## src/rtl/lc3_operand_regfile.sv

```systemverilog
// LC-3 operand register file: 8x16 GPRs with SR1/SR2/imm5 operand select,
// DR write-back from BUS, NZP condition codes and the BEN branch flag.
module lc3_operand_regfile #(
  parameter int DATA_W   = 16,
  parameter int NUM_REGS = 8
) (
  input  logic                Clk,
  input  logic                Reset,
  input  logic [DATA_W-1:0]   IR,
  input  logic [DATA_W-1:0]   BUS,
  input  logic                LD_REG,
  input  logic                LD_CC,
  input  logic                LD_BEN,
  input  logic                DRMUX,
  input  logic                SR1MUX,
  input  logic                SR2MUX,
  output logic [DATA_W-1:0]   SR1_OUT,
  output logic [DATA_W-1:0]   SR2_OUT,
  output logic [2:0]          NZP,
  output logic                BEN
);

  // Sign-extend the 5-bit immediate field to the datapath width.
  function automatic logic [DATA_W-1:0] sext5(input logic [4:0] imm);
    sext5 = {{(DATA_W-5){imm[4]}}, imm};
  endfunction

  logic [DATA_W-1:0] r_regs [0:NUM_REGS-1];
  logic [2:0]        r_nzp;
  logic              r_ben;

  logic [2:0]        w_dr;
  logic [2:0]        w_sr1;
  logic [DATA_W-1:0] w_sr1_data;
  logic [DATA_W-1:0] w_sr2_data;
  logic [2:0]        w_nzp_next;
  logic              w_ben_next;

  // Register selects, operand reads and condition-code/branch decode.
  always_comb begin
    w_dr       = 3'b000;
    w_sr1      = 3'b000;
    w_sr1_data = {DATA_W{1'b0}};
    w_sr2_data = {DATA_W{1'b0}};
    w_nzp_next = 3'b010;
    w_ben_next = 1'b0;

    if (DRMUX) begin
      w_dr = 3'b111;
    end else begin
      w_dr = IR[11:9];
    end

    if (SR1MUX) begin
      w_sr1 = IR[8:6];
    end else begin
      w_sr1 = IR[11:9];
    end

    w_sr1_data = r_regs[w_sr1];

    if (SR2MUX) begin
      w_sr2_data = sext5(IR[4:0]);
    end else begin
      w_sr2_data = r_regs[IR[2:0]];
    end

    if (BUS[DATA_W-1]) begin
      w_nzp_next = 3'b100;
    end else if (BUS == {DATA_W{1'b0}}) begin
      w_nzp_next = 3'b010;
    end else begin
      w_nzp_next = 3'b001;
    end

    // BEN is built from the NZP currently held, not the one being loaded.
    w_ben_next = |(IR[11:9] & r_nzp);
  end

  // Register array, condition codes and branch flag; reset overrides every load.
  always_ff @(posedge Clk) begin
    if (Reset) begin
      for (int i = 0; i < NUM_REGS; i++) begin
        r_regs[i] <= {DATA_W{1'b0}};
      end
      r_nzp <= 3'b010;
      r_ben <= 1'b0;
    end else begin
      if (LD_REG) begin
        r_regs[w_dr] <= BUS;
      end
      if (LD_CC) begin
        r_nzp <= w_nzp_next;
      end
      if (LD_BEN) begin
        r_ben <= w_ben_next;
      end
    end
  end

  assign SR1_OUT = w_sr1_data;
  assign SR2_OUT = w_sr2_data;
  assign NZP     = r_nzp;
  assign BEN     = r_ben;

endmodule

```

## config.mk

```make
export PLATFORM = sky130hd
export DESIGN_NAME = lc3_operand_regfile
export DESIGN_NICKNAME = d
export VERILOG_FILES = /design/src/rtl/lc3_operand_regfile.sv
export SDC_FILE = /design/constraint.sdc
export NUM_CORES = 1
export LEC_CHECK = 0
export ABC_AREA = 1
export CORE_ASPECT_RATIO = 0.5
export CORE_MARGIN = 10
export CORE_UTILIZATION = 35
export DETAILED_ROUTE_END_ITERATION = 10
export PLACE_DENSITY = 0.63
export SYNTH_ARGS = -nofsm -noshare
export SYNTH_HDL_FRONTEND = slang
export SYNTH_SLANG_ARGS = --single-unit
```

## constraint.sdc

```tcl
create_clock -name Clk -period 3.2 [get_ports Clk]
set_input_delay 0.48 -clock Clk [delete_from_list [all_inputs] [get_ports Clk]]
set_output_delay 0.48 -clock Clk [all_outputs]
set_load 0.01 [all_outputs]
```

Yosys cells after proc, flatten, opt, wreduce, memory -nomap -nowiden
Memories as Yosys holds them, arrays and structs flattened.
Cells that the tools add are included.
{"block": "classes", "n_reduce_logical": 3, "bitwise": 1, "muxes": 13}
{"operator": "$mux 16", "n": 2}
{"operator": "$logic_not 16->1", "n": 1}
{"operator": "$reduce_or 16->1", "n": 1}
{"operator": "$mux 3", "n": 4}
{"operator": "$mux 1", "n": 6}
{"operator": "$and 3x3->3", "n": 1}
{"operator": "$reduce_or 3->1", "n": 1}
{"operator": "$mux 2", "n": 1}
{"block": "totals", "output_inout_bits": 36, "wordCells": 20, "ramBits": 128, "register_bits": 4, "memories": 1}
{"memory": "r_regs", "words": 8, "word_bits": 16, "rd": 2, "rd_clocked_by_memory_dff": 0, "wr": 8, "line_no": "28", "source": "logic [DATA_W-1:0] r_regs [0:NUM_REGS-1];"}

Logic depth before layout (Yosys ltp)
{"block": "logic_depth", "depth_word": 5, "ltp_mapped": 9, "depth_no_buf": 9}

Worst setup path before layout
Ideal clock, no wire load.
{"block": "synth_path", "path_type": "input-to-reg", "start": "input Reset", "end": "memory r_regs[0][0] (enable)", "path_buffers": 1, "arrival_ps": 1557, "stages": 6, "path_slack_ps": 1271, "setup_ps": 372, "required_time_ps": 2828, "path_cell_list": "inv_1 > nand2_1 > nor3_4 > nand2_2 > buf_2 > nand2_1"}
{"element": "start: declaration", "line_no": "8", "source": "input logic Reset,"}
{"element": "end: declaration", "line_no": "28"}

Worst setup path after layout
{"block": "layout_path", "start": "input IR[10]", "end": "output SR1_OUT[11]"}
{"block": "layout_via", "elab_chain_cells": 2}
{"element": "start: declaration", "line_no": "9", "source": "input logic [DATA_W-1:0] IR,"}
{"element": "$mux 3", "line_no": "54", "source": "if (SR1MUX) begin"}
{"element": "$mem_v2 8x16"}
{"element": "end: declaration", "line_no": "17", "source": "output logic [DATA_W-1:0] SR1_OUT,"}
No other way between the ends.

==> out/metrics.yaml <==
cells_and_area:
  nFillCells: 2068
  drive_gt1_share_pct: 7.48
  antenna_cells: 0
  nets: 1110
  fin_cells: 1383
  syn2layout_area_growth_pct: 23.0
  finalInstanceArea_mm2: 0.00961
global_route:
  grt_pass1_vias: 6866
  grt_max_degree: 65
  track_usage_pct: 17.0
  overflow: 0
  grt_pass1_wl_mm: 38.6
  antenna_found_initial: 0
sta:
  fmax_mhz: 326
  min_period_ps: 3070
  slew_violations: 0
  fin_crit_sh_pct: 96.0
  worst_clock_skew_ps: 0.0330
  hold_viol_final: 0
  setup-tns-final_ps: 0
  tightestPinTransition_ps: 422
  rsz0062_at_grt: "no"
  finalSetupViolations: 0
  slew-limit-headroom_pct: 71.8
route:
  vias: 7113
  drtIter0Drc: 666
  firstDrtPassIters: 6
  via_per_inst: 5.14
  drt_wl_total_mm: 25.1
  post_drt_wl_per_cell_um: 18.2
  drc: 0
  ant_nets: 0
power:
  power.leakage_nw: 4.29
  power_frac_seq_pct: 39.9
  combPwrFrac_pct: 16.7
  power_mw: 5.12
  clkPwrFrac_pct: 43.4
  netSwitchingFraction_pct: 25.9
  ir_worst_vdd_mv: 0.402
  p_int_mw: 3.79
  p_sw_mw: 1.32
  p_per_area_mw_per_mm2: 533
synth:
  syn-num-nets: 1043
  ys_seq_area_share_pct: 50.2
  syn_area_mm2: 0.00781
  ys_types: 24
  synth_cells: 1003
  synth.yosys.warnings: 0
  avgSynthCellArea_um2: 7.79
  ys_ff_latch: 132
critical_path:
  worstSetupEndpointType: "primary output"
  crit_type: "in2out"
  critPathLaunchType: "input pin"
  crit_fanout: 20
  crit_required_ps: 2720
  arrival_ps: 2590
floorplan:
  rows: 38
  dieArea_mm2: 0.0291
  die_w_um: 231
  start_util_pct: 35.8
  core-area_mm2: 0.0218
  die_h_um: 126
  ios: 76
clock_tree:
  clockBufferDepth: 2
  clock-sinks: 132
  cts-root-buf: "clkbuf_16"
  cts_made_buffers: 17
  cts_tree: "yes"
  cts.clk_slew.worst_paths_ps: 60
  clock_latency_ps: 420
  h-tree-depth: 4
worst_hold_path:
  worstHoldPathType: "reg2reg"
run:
  drv_cap: 0
place:
  dp_hpwl_mm: 15.3
  gp_congestion: 0.828
  dp_cells: 1350
  place_area_mm2: 0.00892
  port_buffers: 70
status:
  status: "finished, final reports clean"
-- state kept, by name, indices dropped and copies added (netlist names) --
| register | cells |
|---|---|
| r_regs | 128 |
| BEN | 1 |
| NZP | 3 |
-- power groups by stage --
stage | combinational (mW) | clock (mW) | sequential [mW]
3_5_place_dp | 0.844 | 0 | 2.08
3_3_place_gp | 0.830 | 0 | 2.08
2_1_floorplan | 0.475 | 0 | 2.07
5_1_grt | 0.937 | 2.30 | 2.05
6_report | 0.853 | 2.22 | 2.04
4_1_cts | 0.849 | 2.22 | 2.04
-- cells in the final DEF (no fill, tap or decap), types with 2 or more instances in the layout --
cell	instances
a21oi_1	9
buf_12	8
buf_4	30
bufinv_16	6
clkbuf_1	2
clkbuf_16	18
clkdlybuf4s50_1	68
clkinv_1	2
clkinv_4	2
clkinvlp_4	2
dfxtp_1	4
edfxtp_1	128
inv_1	138
nand2_1	276
nand2_2	7
nand3_1	131
nand3b_1	14
nand4_1	2
nor2_1	145
o211ai_1	44
o21ai_0	36
o21ai_2	3
-- metal layers --
metal	share of wire, %	global-route usage (%)	routed length (um)	vias to the layer above
li1	-	-	-	3385
met1	43	23.0	10900	3354
met2	45	27.2	11400	338
met3	9.6	2.87	2400	36
met4	1.8	5.88	454	0
met5	0	0	0	-
-- through the flow --
stage          setup slack (ps)  hold WS (ps)  utilization, %
2_1_floorplan              1270           493               -
3_3_place_gp                125           501            40.9
3_5_place_dp                104           503            40.9
4_1_cts                     104           520            43.9
5_1_grt                    44.2           540            44.0
6_report                    128           521            44.0
-- critical path, cell delays in order --
cell	delay, ps
clkdlybuf4s50_1	480
inv_1	100
o21ai_2	350
buf_12	230
nand3_1	100
nand2_1	70
nand2_1	60
nand2_1	120
clkdlybuf4s50_1	580
-- logic make-up (layout without fill, tap and decap cells) --
| logic type | after synthesis | count (layout) | synth area share (%) |
|---|---|---|---|
| buf+inv | 200 | 280 | 11.1 |
| compound gates | 93 | 93 | 7.51 |
| flops | 132 | 132 | 50.2 |
| simple gates | 578 | 578 | 31.1 |
-- repair_timing --
action                     in CTS  in global routing
resized for setup               0                  1
setup endpoints to repair       0                 12
hold buffers                    0                  0
buffers inserted                0                  0
-- final timing paths --
| kind | slack [ps] | cells past startpoint | to | from |
|---|---|---|---|---|
| setup / recovery | 130 | 9 | SR1_OUT[11] | IR[10] |
| hold / removal | 520 | 2 | NZP[0] | NZP[0] |
| setup reg to reg | 2510 | 2 | BEN | NZP[0] |
| hold reg to reg | 520 | 2 | NZP[0] | NZP[0] |
-- Yosys cell counts --
cell type / n / area share (%)
o21ai_0: 36 / 2.3
buf_2: 36 / 2.3
edfxtp_1: 128 / 49
inv_2: 1 / 0.048
o211ai_1: 44 / 4.2
nor2_1: 145 / 7.0
nor3_4: 1 / 0.21
a21oi_1: 9 / 0.58
clkinv_1: 1 / 0.048
nand3_1: 131 / 8.4
nand2_1: 276 / 13
o21ai_2: 2 / 0.22
nand4_1: 2 / 0.16
o21ai_1: 1 / 0.064
nand3b_1: 14 / 1.3
inv_1: 138 / 6.6
nor2_4: 1 / 0.14
clkbuf_1: 12 / 0.58
buf_6: 8 / 1.2
dfxtp_1: 4 / 1.0
nand2_2: 7 / 0.56
a41oi_1: 1 / 0.11
buf_4: 4 / 0.38
nor3_1: 1 / 0.064
-- cell type report --
cell class / instances / area [um^2] / share of cell area [%]
clock inverters: 13 / 230 / 2.40
clock buffers: 19 / 433 / 4.50
repair buffers: 108 / 1100 / 11.5
flip-flops and latches: 132 / 3920 / 40.8
well taps: 300 / 375 / 3.91
multi-input cells: 671 / 3020 / 31.4
inverters: 140 / 526 / 5.47
No activity file was read; power rests on OpenSTA's default activity.
